$ cat src/rtl/uart_tx.sv
// uart_tx: UART serial transmitter.
// Frames a parallel word as: start bit (0), DATA_WIDTH data bits LSB-first,
// an optional parity bit, and a stop bit (1). Each bit lasts CLKS_PER_BIT
// clocks. The line idles high.
//
// Ports:
//   clk        system clock, rising edge
//   rst        asynchronous reset, active low
//   p_data     parallel word to send
//   data_valid p_data is offered; taken when busy is low on a clock edge
//   par_en     1 = append a parity bit after the data bits
//   par_typ    0 = even parity, 1 = odd parity
//   tx_out     registered serial output, idle high
//   busy       registered; high = a new word will not be taken
//
// Optional build macro UART_TX_HOLD_REG_EN adds a one-entry holding register
// so that a second word can be taken during a frame and sent with no idle gap.
// In that build busy means "holding register full".
//
// state  | meaning
// -------+------------------------------------------------
// IDLE   | line high, waiting for a word
// START  | start bit (0)
// DATA   | data bits, shift_q[0] on the line, LSB first
// PARITY | latched parity bit
// STOP   | stop bit (1)

module uart_tx #(
    parameter int DATA_WIDTH   = 8,
    parameter int CLKS_PER_BIT = 16
) (
    input  logic                  clk,
    input  logic                  rst,
    input  logic [DATA_WIDTH-1:0] p_data,
    input  logic                  data_valid,
    input  logic                  par_en,
    input  logic                  par_typ,
    output logic                  tx_out,
    output logic                  busy
);

    localparam int CNT_W = $clog2(CLKS_PER_BIT);
    localparam int BIT_W = $clog2(DATA_WIDTH);
    localparam logic [CNT_W-1:0] CNT_LAST = CNT_W'(CLKS_PER_BIT - 1);
    localparam logic [BIT_W-1:0] BIT_LAST = BIT_W'(DATA_WIDTH - 1);

    typedef enum logic [2:0] {IDLE, START, DATA, PARITY, STOP} state_t;

    state_t                state_q, state_d;
    logic [CNT_W-1:0]      cnt_q, cnt_d;
    logic [BIT_W-1:0]      bit_q, bit_d;
    logic [DATA_WIDTH-1:0] shift_q, shift_d;
    logic                  par_en_q, par_en_d;
    logic                  par_bit_q, par_bit_d;
    logic                  tx_q, tx_d;
    logic                  busy_q, busy_d;
    logic                  bit_end;

`ifdef UART_TX_HOLD_REG_EN
    logic [DATA_WIDTH-1:0] hold_data_q, hold_data_d;
    logic                  hold_pe_q, hold_pe_d;
    logic                  hold_pt_q, hold_pt_d;
    logic                  hold_full_q, hold_full_d;
`endif

    assign bit_end = (cnt_q == CNT_LAST);

    always_comb begin
        state_d   = state_q;
        cnt_d     = cnt_q;
        bit_d     = bit_q;
        shift_d   = shift_q;
        par_en_d  = par_en_q;
        par_bit_d = par_bit_q;
        busy_d    = busy_q;
`ifdef UART_TX_HOLD_REG_EN
        hold_data_d = hold_data_q;
        hold_pe_d   = hold_pe_q;
        hold_pt_d   = hold_pt_q;
        hold_full_d = hold_full_q;
`endif

        if (state_q != IDLE) begin
            cnt_d = bit_end ? '0 : cnt_q + 1'b1;
        end

        case (state_q)
            IDLE: begin
`ifdef UART_TX_HOLD_REG_EN
                // A word captured on the final stop edge is still pending here.
                if (hold_full_q) begin
                    shift_d     = hold_data_q;
                    par_en_d    = hold_pe_q;
                    par_bit_d   = (^hold_data_q) ^ hold_pt_q;
                    hold_full_d = 1'b0;
                    bit_d       = '0;
                    cnt_d       = '0;
                    state_d     = START;
                end else if (data_valid) begin
`else
                if (data_valid && !busy_q) begin
                    busy_d    = 1'b1;
`endif
                    shift_d   = p_data;
                    par_en_d  = par_en;
                    par_bit_d = (^p_data) ^ par_typ;
                    bit_d     = '0;
                    cnt_d     = '0;
                    state_d   = START;
                end
            end
            START: begin
                if (bit_end) begin
                    bit_d   = '0;
                    state_d = DATA;
                end
            end
            DATA: begin
                if (bit_end) begin
                    shift_d = shift_q >> 1;
                    if (bit_q == BIT_LAST) begin
                        state_d = par_en_q ? PARITY : STOP;
                    end else begin
                        bit_d = bit_q + 1'b1;
                    end
                end
            end
            PARITY: begin
                if (bit_end) begin
                    state_d = STOP;
                end
            end
            STOP: begin
                if (bit_end) begin
`ifdef UART_TX_HOLD_REG_EN
                    if (hold_full_q) begin
                        shift_d     = hold_data_q;
                        par_en_d    = hold_pe_q;
                        par_bit_d   = (^hold_data_q) ^ hold_pt_q;
                        hold_full_d = 1'b0;
                        bit_d       = '0;
                        state_d     = START;
                    end else begin
                        state_d = IDLE;
                    end
`else
                    busy_d  = 1'b0;
                    state_d = IDLE;
`endif
                end
            end
            default: state_d = IDLE;
        endcase

`ifdef UART_TX_HOLD_REG_EN
        // Capture only while a frame is running; in IDLE the word bypasses.
        if (state_q != IDLE && data_valid && !hold_full_q) begin
            hold_data_d = p_data;
            hold_pe_d   = par_en;
            hold_pt_d   = par_typ;
            hold_full_d = 1'b1;
        end
        busy_d = hold_full_d;
`endif

        // The line level is registered, so derive it from the next state.
        case (state_d)
            START:   tx_d = 1'b0;
            DATA:    tx_d = shift_d[0];
            PARITY:  tx_d = par_bit_d;
            default: tx_d = 1'b1;
        endcase
    end

    always_ff @(posedge clk or negedge rst) begin
        if (!rst) begin
            state_q   <= IDLE;
            cnt_q     <= '0;
            bit_q     <= '0;
            shift_q   <= '0;
            par_en_q  <= 1'b0;
            par_bit_q <= 1'b0;
            tx_q      <= 1'b1;
            busy_q    <= 1'b0;
        end else begin
            state_q   <= state_d;
            cnt_q     <= cnt_d;
            bit_q     <= bit_d;
            shift_q   <= shift_d;
            par_en_q  <= par_en_d;
            par_bit_q <= par_bit_d;
            tx_q      <= tx_d;
            busy_q    <= busy_d;
        end
    end

`ifdef UART_TX_HOLD_REG_EN
    always_ff @(posedge clk or negedge rst) begin
        if (!rst) begin
            hold_data_q <= '0;
            hold_pe_q   <= 1'b0;
            hold_pt_q   <= 1'b0;
            hold_full_q <= 1'b0;
        end else begin
            hold_data_q <= hold_data_d;
            hold_pe_q   <= hold_pe_d;
            hold_pt_q   <= hold_pt_d;
            hold_full_q <= hold_full_d;
        end
    end
`endif

    assign tx_out = tx_q;
    assign busy   = busy_q;

endmodule
$ cat config.mk
export PLATFORM = sky130hd
export DESIGN_NAME = uart_tx
export DESIGN_NICKNAME = d
export VERILOG_FILES = /design/src/rtl/uart_tx.sv
export SDC_FILE = /design/constraint.sdc
export NUM_CORES = 1
export LEC_CHECK = 0
export BUFFER_PORTS_ARGS = -buffer_cell sky130_fd_sc_hd__buf_2
export CAP_MARGIN = 20
export CORE_MARGIN = 2
export CORE_UTILIZATION = 45
export DETAILED_ROUTE_END_ITERATION = 6
export PLACE_DENSITY_LB_ADDON = 0.3
export SYNTH_ARGS = -nofsm -noshare
export SYNTH_HDL_FRONTEND = slang
export SYNTH_SLANG_ARGS = --single-unit
$ cat constraint.sdc
create_clock -name clk -period 2.05 [get_ports clk]
set_input_delay 0.41 -clock clk [delete_from_list [all_inputs] [get_ports clk]]
set_output_delay 0.41 -clock clk [all_outputs]
set_load 0.005 [all_outputs]
== After elaboration in Yosys (flattened, before gate mapping) ==
Cells that the tools add are included.

* Add/subtract/negate cells: 2
* Eq/ne operators: 14
* Multiplexer cells: 26
* Bitwise gates (word level): 1
* Reductions and logical operators: 12

{| class="wikitable"
|+ Operators by type and width
! kind !! count
|-
| 3-bit 2-to-1 mux || 11
|-
| 4-bit 2-to-1 mux || 4
|-
| 8-bit 2-to-1 mux || 2
|-
| 8-bit case mux with 2 select lines || 1
|-
| 3-bit case mux with 5 select lines || 1
|-
| 3-bit by 2-bit == test with 1-bit output (second input constant) || 4
|-
| 2-bit inequality test (second input constant) || 5
|-
| 3-bit case mux with 3 select lines || 1
|-
| 8-bit parity || 1
|-
| 3-bit by 1-bit == test with 1-bit output (second input constant) || 2
|-
| 3-bit == test (second input constant) || 2
|-
| 3-bit AND reduction || 2
|-
| 3-bit nonzero test || 2
|-
| 5-bit AND reduction || 1
|-
| 4-bit by 1-bit adder with 4-bit output (second input constant) || 1
|-
| 4-bit == test (second input constant) || 1
|-
| 1-bit 2-to-1 mux || 4
|-
| 2-bit nonzero test || 2
|-
| 3-bit by 1-bit adder with 3-bit output (second input constant) || 1
|-
| 3-bit zero test || 1
|-
| 1-bit case mux with 3 select lines || 1
|-
| 1-bit case mux with 2 select lines || 1
|-
| 2-bit AND reduction || 1
|-
| 1-bit logical AND || 1
|-
| 2 further kinds || 2
|}

* Bits in registers: 22
* Word-level logic and storage cells: 64

== Depth between registers and ports, before layout ==
Gate-level depths: netlist of the first run.

* Depth after elaboration: 6
* Depth in mapped cells: 7
* Gate-level depth less buffers: 7

== Worst setup path before layout of the first run ==
Ideal clock, no wire load.

* Path type: register to register
* Start: reg state_q[1]
* End: reg tx_q (netlist: tx_out)
* Setup time: 0.086 ns
* Data arrival time: 1.767 ns
* Data required time: 1.964 ns
* Path slack: 0.196 ns
* Cell stages (with the launch flop): 8
* Clock period less this slack: 1.854 ns
* Cell sequence: dfrtp_1 -> buf_6 -> or3_1 -> buf_6 -> nor2_8 -> nor2_4 -> a21o_1 -> o41a_1

* Elaborated cells on any way between the ends: 18
* Those cells by class: 7 x eq/ne; 10 x mux; 1 x reduce/logical

{| class="wikitable"
|+ RTL lines
! element !! line !! text
|-
| start: declaration || 49 || <nowiki>state_t state_q, state_d;</nowiki>
|-
| start signal: assignment || 186 || <nowiki>state_q <= state_d;</nowiki>
|-
| 3-bit by 2-bit == test with 1-bit output or 3-bit zero test (tied branches) || 87 || <nowiki>case (state_q)</nowiki>
|-
| 8-bit case mux with 2 select lines (*) || 87 ||
|-
| named net shift_d[0] || 52 || <nowiki>logic [DATA_WIDTH-1:0] shift_q, shift_d;</nowiki>
|-
| 1-bit case mux with 3 select lines (*) || 167 || <nowiki>case (state_d)</nowiki>
|-
| named net tx_d || 55 || <nowiki>logic tx_q, tx_d;</nowiki>
|-
| end signal: assignment || 192 || <nowiki>tx_q <= tx_d;</nowiki>
|-
| end: declaration || 55 ||
|}

Mark *: on every way through the listed nets, which the timed path passes. The rest lies on a longest branch.
A chain may end at the register's enable or synchronous reset.

== Worst setup path after layout of the first run ==
* Start: reg state_q[0]
* End: reg tx_q (netlist: tx_out)

The elaborated chain is that of the path after synthesis.

==> results.txt, run 1 <==
----------------------------------------------------
[Route]
  Detailed-router iteration count before antenna repair ... 4
  Per-cell via count in the routed design ... 5.48
  First-iteration detailed-routing DRC count ... 29
  Drc violations ... 0
  Average routed wire per standard cell ... 13.7 um
  Final WL ... 2.28 mm
  Via count ... 915
  Final antenna-violating net count ... 0

[Power]
  Leakage Power ... 0.651 nW
  Peak supply drop ... 0.487 mV
  Power density relative to cell area ... 624 nW/um^2

[Logic synthesis]
  Top cells by area in the synthesized netlist ... sky130_fd_sc_hd__dfrtp_1, sky130_fd_sc_hd__nand2_1, sky130_fd_sc_hd__xnor2_1
  Yosys top cell area share ... 44.8%
  Count of flip-flops with a built-in enable after synthesis ... 0
  Ys flop type ... sky130_fd_sc_hd__dfrtp_1
  Fraction of registers with async set/reset ... 100%
  Cell taking the most area after synthesis ... sky130_fd_sc_hd__dfrtp_1
  Post-synthesis instance total ... 118
  Sequential element share of the synthesized area ... 47.1%
  Avg Inst Size Synth ... 9.94 um^2
  Nets in the synthesized netlist ... 134
  Ys Warns ... 0
  Post-synthesis sequential element count ... 22
  Count of unique library cells instantiated by Yosys ... 34
  Synth Cell Area ... 1170 um^2

[Global routing]
  Number of global-route vias before repair ... 871
  Number of antenna violations at the first check in global routing ... 0
  Global-route total usage across every layer ... 18.2%
  Largest net degree at the start of global routing ... 23
  Total overflow reported by the global router ... 0
  First-pass GRT wire length ... 3.86 mm

[Timing]
  Tightest slew margin relative to the limit ... 68.1%
  Highest Clock Rate ... 522 MHz
  Final worst-path cycle share ... 93.5%
  Minimum hold slack ... 38.6 ps
  Final Hold Vio Count ... 0
  Final Slew Violations ... 0
  Crit path time final ... 1920 ps
  Clock tree skew after final layout ... 2.85 ps
  Total setup violations reported at the end of the flow ... 0
  Slew at the pin with the worst max-slew slack ... 478 ps
  Unrepaired setup endpoints after global routing ... no
  Slack of the critical path ... 133 ps
  Total Neg Setup Slack ... 0 ps

[Floorplan]
  Area of the die ... 3030 um^2
  Die width ... 55.0 um
  DIE HEIGHT ... 55.0 um
  Area of the core ... 2480 um^2
  Row count ... 18
  Initial standard-cell utilization of the core ... 47.3%
  Total I/O pin count ... 15

[Setup path]
  Required time worst endpoint ... 2290 ps
  Peak fanout along the critical path ... 10
  FF-to-FF setup slack ... 130 ps
  Startpoint type of the worst setup path ... flop
  FF-to-FF path depth ... 5
  Endpoint of the most critical register-to-register path ... tx_out$_DFF_PN1_
  Setup crit end kind ... flop
  Type of the worst setup path ... flop to flop
  Arrival time reported for the critical path endpoint ... 2160 ps
  Worst reg2reg startpoint ... state_q[0]$_DFF_PN0_

[Placement]
  Post-placement setup slack ... 136 ps
  Placer's final routability congestion estimate ... 0.854
  Total of buffers placed on input and output ports ... 14
  Detailed placer's ending HPWL ... 1.66 mm

[Clock network]
  Cts hold-fix bufs ... 0
  Htree depth ... 1
  Root buffer cell ... sky130_fd_sc_hd__clkbuf_4
  Clock latency on the worst-skew pair ... 310 ps
  Maximum buffer depth of the clock tree ... 2
  CTS tree ... yes
  Clock slew seen by the registers of the worst setup and hold paths ... 120 ps
  Num Clock Sinks ... 22
  Total clock buffers created by CTS ... 3

[Outcome]
  Status ... finished clean

[Final layout]
  Commonest non-fill, non-tap cells in the layout ... sky130_fd_sc_hd__nand2_1, sky130_fd_sc_hd__dfrtp_1, sky130_fd_sc_hd__buf_2, sky130_fd_sc_hd__o21ai_0
  Fillcell total ... 227
  Area growth from synthesis to layout ... 14.7%
  Antenna cell count ... 0
  Share of post-route cells with drive strength above 1 ... 24.1%
  Number of nets at the end of the flow ... 154
  Most common cell after layout, fill and taps aside ... sky130_fd_sc_hd__nand2_1
  Post-layout util ... 54.3%

[Flow run]
  Max-cap viol count ... 0

[Min path]
  Worst Hold Class ... input port to asynchronous set/reset pin

----------------------------------------------------
synthesized netlist by cell type (all sizes together) (3+ instances only):
master,count
nand2,27
dfrtp,21
nor2,10
o21ai,8
xnor2,7
a22oi,6
buf,3
ha,3
inv,3
cells by family after synthesis:
group	Yosys count	synth area share [%]
AOI/OAI and AO/OA	26	15.3
xor gates and xnor gates	8	5.98
adders and majority gates	3	3.20
buffers and inverters	6	3.31
DFF	22	47.1
muxes	3	2.67
and+or+nand+nor	50	22.5
flip-flops by register name, indices dropped and copies added (netlist names):
name       cells
par_bit_q      1
bit_q          3
shift_q        8
state_q        3
busy           1
par_en_q       1
cnt_q          4
tx_out         1
metal layers:
layer  track usage (%)  vias up  routed length, um
met5                 0        -                  0
met1              23.8      432               1080
met2              29.2       26               1080
met4              6.10        0                 23
met3              4.84        4                 93
li1                  -      453                  -
how the worst max path moves through the flow:
| stage | startpoint | cells past startpoint | end |
|---|---|---|---|
| 3_3_place_gp | state_q[0]$_DFF_PN0_ | 5 | tx_out$_DFF_PN1_ |
| 3_5_place_dp | cnt_q[0]$_DFF_PN0_ | 6 | tx_out$_DFF_PN1_ |
| 2_1_floorplan | state_q[1]$_DFF_PN0_ | 7 | tx_out$_DFF_PN1_ |
| 5_1_grt | state_q[0]$_DFF_PN0_ | 5 | tx_out$_DFF_PN1_ |
| 6_report | state_q[0]$_DFF_PN0_ | 5 | tx_out$_DFF_PN1_ |
| 4_1_cts | cnt_q[0]$_DFF_PN0_ | 6 | tx_out$_DFF_PN1_ |
repair_timing:
| action | CTS | global route |
|---|---|---|
| setup buffers | 0 | 0 |
| setup endpoints to repair | 0 | 4 |
| resized for setup | 0 | 2 |
per-stage QoR:
step,instance area (um^2),power [mW],std cells
4_1_cts,1340,0.854,167
6_report,1350,0.840,167
5_1_grt,1350,0.880,167
3_5_place_dp,1280,0.519,163
2_1_floorplan,1170,0.487,118
3_3_place_gp,1280,0.517,163
critical path: stages (launching register included):
cell	delay, ps
sky130_fd_sc_hd__dfrtp_1	460
sky130_fd_sc_hd__or3_1	490
sky130_fd_sc_hd__nor2_8	220
sky130_fd_sc_hd__nor2_4	90
sky130_fd_sc_hd__a21o_1	190
sky130_fd_sc_hd__o41a_1	400
power breakdown:
group | leakage [nW] | internal (mW) | switching, mW
Combinational | 0.346 | 0.0311 | 0.0324
Clock | 0.0279 | 0.198 | 0.133
Sequential | 0.277 | 0.442 | 0.00377
final cells by class:
| cell class | count | area (um^2) | area share [%] |
|---|---|---|---|
| Clock buffer | 3 | 22.5 | 1.67 |
| Multi-Input combinational cell | 90 | 592 | 44.0 |
| Tap cell | 30 | 37.5 | 2.79 |
| Timing Repair Buffer | 18 | 100 | 7.44 |
| Inverter | 3 | 11.3 | 0.837 |
| Clock inverter | 1 | 30.0 | 2.23 |
| Sequential cell | 22 | 552 | 41.0 |
Power figures use the tool's default switching activity.
==> inputs of run 2 (changes only) <==
- CORE_UTILIZATION: 45 -> 40
- TNS_END_PERCENT: unset -> 1
- clock period: 2.05 -> 2.3 ns (I/O delays scaled with it)
==> run 2 against run 1 <==
  * Non-clock buffer count down 3
  * Clock skew up 4.2 ps
  * Power down 20%
  * Clock-buffer cell count up 1
  * Register-to-register slack better by 140 ps
  * Worst setup slack better by 140 ps
  * Via count down 1.3%
  * Die area up 12%
  * Critical path depth unchanged
  * Sequential power down 11%
  * Critical path type unchanged
  * Critical endpoint unchanged
  * Largest power group unchanged
==> results.txt, run 2 (synthesis gave the netlist of run 1 again) <==
----------------------------------------------------
[Power]
  Leakage Power ... 0.630 nW
  Peak supply drop ... 0.296 mV
  Final Total Pwr ... 0.671 mW
  Power density relative to cell area ... 517 nW/um^2

[Timing]
  Slew at the pin with the worst max-slew slack ... 493 ps
  Tightest slew margin relative to the limit ... 67.2%
  Highest Clock Rate ... 493 MHz
  Crit path time final ... 2030 ps
  Final Slew Violations ... 0
  Final Hold Vio Count ... 0
  Clock tree skew after final layout ... 7.03 ps
  Total setup violations reported at the end of the flow ... 0
  Slack of the critical path ... 270 ps
  Unrepaired setup endpoints after global routing ... no
  Final worst-path cycle share ... 88.3%
  Total Neg Setup Slack ... 0 ps

[Floorplan]
  Area of the die ... 3380 um^2
  Die width ... 58.1 um
  Total I/O pin count ... 15
  Initial standard-cell utilization of the core ... 42.2%
  DIE HEIGHT ... 58.1 um
  Row count ... 19
  Area of the core ... 2780 um^2

[Setup path]
  Peak fanout along the critical path ... 10
  Worst reg2reg startpoint ... state_q[1]$_DFF_PN0_
  Required time worst endpoint ... 2550 ps
  Startpoint type of the worst setup path ... flop
  Max stage delay cell, worst path ... sky130_fd_sc_hd__or3_1
  Type of the worst setup path ... flop to flop
  Arrival time reported for the critical path endpoint ... 2280 ps
  Setup crit end kind ... flop
  Longest individual stage delay on the worst path ... 540 ps
  Cell type group with the largest total delay on the critical path ... simple AND/OR/NAND/NOR gates
  Combined buffer and inverter count along the critical path ... 0
  Critical path cell sequence ... or3_1, nor2_8, nor2_4, a21o_1, o41a_1
  Launch point of the critical path ... state_q[1]$_DFF_PN0_

[Clock network]
  PostCTS Resize Cnt ... 0
  Htree depth ... 1
  Cts hold-fix bufs ... 0
  Num Clock Sinks ... 22
  Post-CTS repair timing setup buffer count ... 0
  CTS tree ... yes
  Clock slew seen by the registers of the worst setup and hold paths ... 130 ps
  Total clock buffers created by CTS ... 3
  Clock latency on the worst-skew pair ... 320 ps
  Root buffer cell ... sky130_fd_sc_hd__clkbuf_4
  Maximum buffer depth of the clock tree ... 2

[Placement]
  Post-placement setup slack ... 311 ps
  Detailed placer's ending HPWL ... 1.74 mm
  Total of buffers placed on input and output ports ... 14
  Placer's final routability congestion estimate ... 0.725

[Route]
  Final antenna-violating net count ... 0
  First-iteration detailed-routing DRC count ... 24
  Final WL ... 2.29 mm
  Per-cell via count in the routed design ... 5.47
  Via count ... 903
  Drc violations ... 0
  Average routed wire per standard cell ... 13.9 um
  Detailed-router iteration count before antenna repair ... 6

[Global routing]
  Total overflow reported by the global router ... 0
  Number of global-route vias before repair ... 890
  First-pass GRT wire length ... 3.80 mm
  Largest net degree at the start of global routing ... 23
  Global-route total usage across every layer ... 15.2%
  Number of antenna violations at the first check in global routing ... 0

[Final layout]
  Commonest non-fill, non-tap cells in the layout ... sky130_fd_sc_hd__nand2_1, sky130_fd_sc_hd__dfrtp_1, sky130_fd_sc_hd__buf_2, sky130_fd_sc_hd__o21ai_0
  Largest registers ... shift_q x8, cnt_q x4
  Most common cell after layout, fill and taps aside ... sky130_fd_sc_hd__nand2_1
  Flip-flop count of the largest register, all copies and words added ... 8
  Share of post-route cells with drive strength above 1 ... 20.9%
  Antenna cell count ... 0
  Area growth from synthesis to layout ... 10.7%
  Number of nets at the end of the flow ... 151
  Largest register by flop count ... shift_q

[Min path]
  Worst Hold Class ... input port to asynchronous set/reset pin

[Flow run]
  Max-cap viol count ... 0

[Outcome]
  Status ... finished clean

----------------------------------------------------
## run 2: cell count changes in the layout (fill, tap and decap cells not counted), sizes merged
cell / previous run / this run
bufinv: 1 / 0
clkbuf: 3 / 4
buf: 18 / 15
## run 2: final cells by class
| type | count | area, um^2 |
|---|---|---|
| clock buffer | 4 | 36.3 |
| fill | 261 | 1480 |
| inverter | 3 | 11.3 |
| multi-input combinational | 90 | 582 |
| sequential | 22 | 552 |
| tap | 31 | 38.8 |
| timing repair buffer | 15 | 77.6 |
## run 2: worst paths after layout
path                                          end  slack (ps)  cells after the start
max in group asynchronous        tx_out$_DFF_PN1_        1850                      1
hold / removal                 cnt_q[0]$_DFF_PN0_          80                      1
min in group clk             par_en_q$_DFFE_PN0P_         340                      3
setup / recovery                 tx_out$_DFF_PN1_         270                      5
setup reg to reg                 tx_out$_DFF_PN1_         270                      5
hold reg to reg            shift_q[5]$_DFFE_PN0P_         490                      2
## run 2: metal layers
metal  up-vias  wire (um)  track usage [%]
met5         -          0                0
met4         0         44             5.98
met3         7         90             4.02
met2        25       1150             26.6
met1       425       1000             17.7
li1        446          -                -
## run 2: power breakdown
group	leakage, nW	switching (mW)	total, mW	internal (mW)
clock	0.0210	0.121	0.218	0.0968
combinational	0.332	0.0278	0.0555	0.0277
sequential	0.277	0.00338	0.397	0.394
## run 2: metrics by stage
stage	util, %	instances	instance area [um^2]	hold WS (ps)
final	46.6	165	1300	82.0
after global routing	46.6	165	1300	111
after CTS	46.6	165	1300	92.0
after detailed placement	45.3	161	1260	455
after global placement	45.3	161	1260	449
after floorplan	-	118	1170	164
==> inputs of run 3 (changes only) <==
- SKIP_CTS_REPAIR_TIMING: unset -> 1
- clock period: 2.3 -> 1.98 ns (I/O delays scaled with it)
==> run 3 against run 2 <==
  * Clock skew down 6.0 ps
  * Via count up 4.1%
  * Global-route usage grew 1.1 points
  * Clock-buffer cell count is the same
  * Non-clock buffer count is 4 higher
  * Clock power up 15%
==> results.txt, run 3 (synthesis gave the netlist of run 1 again) <==
----------------------------------------------------
[Outcome]
  Status ... finished clean

[Final layout]
  Area occupied by registers ... 552 um^2
  Area used by multi-input combinational logic ... 587 um^2
  Count of non-filler cells in the finished layout ... 169
  Most common cell after layout, fill and taps aside ... sky130_fd_sc_hd__nand2_1
  Fillcell total ... 277
  Antenna cell count ... 0
  Commonest non-fill, non-tap cells in the layout ... sky130_fd_sc_hd__nand2_1, sky130_fd_sc_hd__dfrtp_1, sky130_fd_sc_hd__buf_2
  Largest registers ... shift_q x8, cnt_q x4
  Largest register by flop count ... shift_q
  Share of post-route cells with drive strength above 1 ... 23.9%
  Number of nets at the end of the flow ... 155
  Final cell area excluding filler cells ... 1330 um^2
  Area growth from synthesis to layout ... 13.7%
  Flip-flop count of the largest register, all copies and words added ... 8

[Global routing]
  Global-route total usage across every layer ... 16.4%
  Number of global-route vias before repair ... 955
  Largest net degree at the start of global routing ... 23
  First-pass GRT wire length ... 4.13 mm
  Number of antenna violations at the first check in global routing ... 0
  Total overflow reported by the global router ... 0

[Power]
  Sw Pwr ... 0.175 mW
  Share of power burned in combinational logic ... 8.4%
  Peak supply drop ... 0.399 mV
  Fraction of power spent switching nets ... 22.5%
  Final Total Pwr ... 0.776 mW
  Internal power ... 0.602 mW
  Power density relative to cell area ... 583 nW/um^2
  Sequential power share ... 59.4%
  Leakage Power ... 0.649 nW
  Clock power frac ... 32.2%

[Clock network]
  Htree depth ... 1
  CTS tree ... yes
  Clock slew seen by the registers of the worst setup and hold paths ... 120 ps
  Clock latency on the worst-skew pair ... 310 ps
  Num Clock Sinks ... 22
  Root buffer cell ... sky130_fd_sc_hd__clkbuf_4
  Maximum buffer depth of the clock tree ... 2
  Total clock buffers created by CTS ... 3

[Floorplan]
  Initial standard-cell utilization of the core ... 42.2%
  Total I/O pin count ... 15
  Area of the core ... 2780 um^2
  DIE HEIGHT ... 58.1 um
  Row count ... 19
  Die width ... 58.1 um
  Area of the die ... 3380 um^2

[Timing]
  Highest Clock Rate ... 525 MHz
  Unrepaired setup endpoints after global routing ... no
  Final worst-path cycle share ... 96.2%
  Total Neg Setup Slack ... 0 ps
  Final Slew Violations ... 0
  Clock tree skew after final layout ... 1.08 ps
  Crit path time final ... 1900 ps
  Tightest slew margin relative to the limit ... 67.2%
  Total setup violations reported at the end of the flow ... 0
  Final Hold Vio Count ... 0
  Minimum hold slack ... 30.1 ps
  Slew at the pin with the worst max-slew slack ... 491 ps

[Route]
  Via count ... 940
  Final antenna-violating net count ... 0
  Detailed-router iteration count before antenna repair ... 4
  Drc violations ... 0
  Per-cell via count in the routed design ... 5.56
  First-iteration detailed-routing DRC count ... 27
  Average routed wire per standard cell ... 14.3 um
  Final WL ... 2.41 mm

[Min path]
  Worst Hold Class ... input port to asynchronous set/reset pin

[Placement]
  Detailed placer's ending HPWL ... 1.84 mm
  Post-placement cell area ... 1290 um^2
  Cell Count Post-Placement ... 165
  Placer's final routability congestion estimate ... 0.861
  Total of buffers placed on input and output ports ... 14

[Setup path]
  Cell type group with the largest total delay on the critical path ... simple AND/OR/NAND/NOR gates
  Combined buffer and inverter count along the critical path ... 0
  Arrival time reported for the critical path endpoint ... 2150 ps
  Setup crit end kind ... flop
  Longest individual stage delay on the worst path ... 460 ps
  Type of the worst setup path ... flop to flop
  Required time worst endpoint ... 2220 ps
  Critical path cell sequence ... or3_1, nor2_8, nor2_4, a21o_1, o41a_1
  Startpoint type of the worst setup path ... flop
  Max stage delay cell, worst path ... sky130_fd_sc_hd__or3_1
  Peak fanout along the critical path ... 10
  WP depth ... 5
  FF-to-FF path depth ... 5

[Flow run]
  Max-cap viol count ... 0

----------------------------------------------------
## run 3: changes by cell type in the layout (fill, tap and decap cells not counted)
cell and change:
sky130_fd_sc_hd__nand3_2 +1, sky130_fd_sc_hd__o21ai_1 +1, sky130_fd_sc_hd__nand3_1 -1, sky130_fd_sc_hd__o21ai_0 -1, sky130_fd_sc_hd__buf_4 +4
## run 3: path summary, 6_finish.rpt
path                       slack (ps)              startpoint                     end
setup / recovery                   80    state_q[1]$_DFF_PN0_        tx_out$_DFF_PN1_
hold / removal                     30                     rst    state_q[2]$_DFF_PN0_
setup reg to reg                   80    state_q[1]$_DFF_PN0_        tx_out$_DFF_PN1_
hold reg to reg                   500  shift_q[3]$_DFFE_PN0P_  shift_q[3]$_DFFE_PN0P_
max in group asynchronous        1600                     rst        tx_out$_DFF_PN1_
min in group clk                  280                  par_en    par_en_q$_DFFE_PN0P_
## run 3: area by class of cell
cell class	instances	area share (%)
inverters	3	0.845
well taps	31	2.91
repair buffers	19	8.08
clock buffers	4	2.72
multi-input cells	90	44.0
flip-flops and latches	22	41.4
## run 3: metal layers
| metal | up-vias | wire length [um] | track usage (%) |
|---|---|---|---|
| met5 | - | 0 | 0 |
| met4 | 0 | 46 | 4.65 |
| met3 | 6 | 100 | 4.69 |
| met2 | 25 | 1230 | 28.6 |
| met1 | 457 | 1040 | 19.5 |
| li1 | 452 | - | - |
## run 3: power by group through the flow
stage                     clock network (mW)  registers [mW]  logic (mW)
after floorplan                            0           0.469      0.0350
after global placement                     0           0.470      0.0648
after detailed placement                   0           0.470      0.0671
after CTS                              0.259           0.461      0.0673
after global routing                   0.273           0.462      0.0742
final                                  0.250           0.461      0.0653
## run 3: through the flow
step,utilization (%),setup slack [ps]
final,47.9,75.1
after global routing,47.9,16.6
after CTS,47.7,72.3
after detailed placement,46.4,98.3
after global placement,46.4,140
after floorplan,-,126
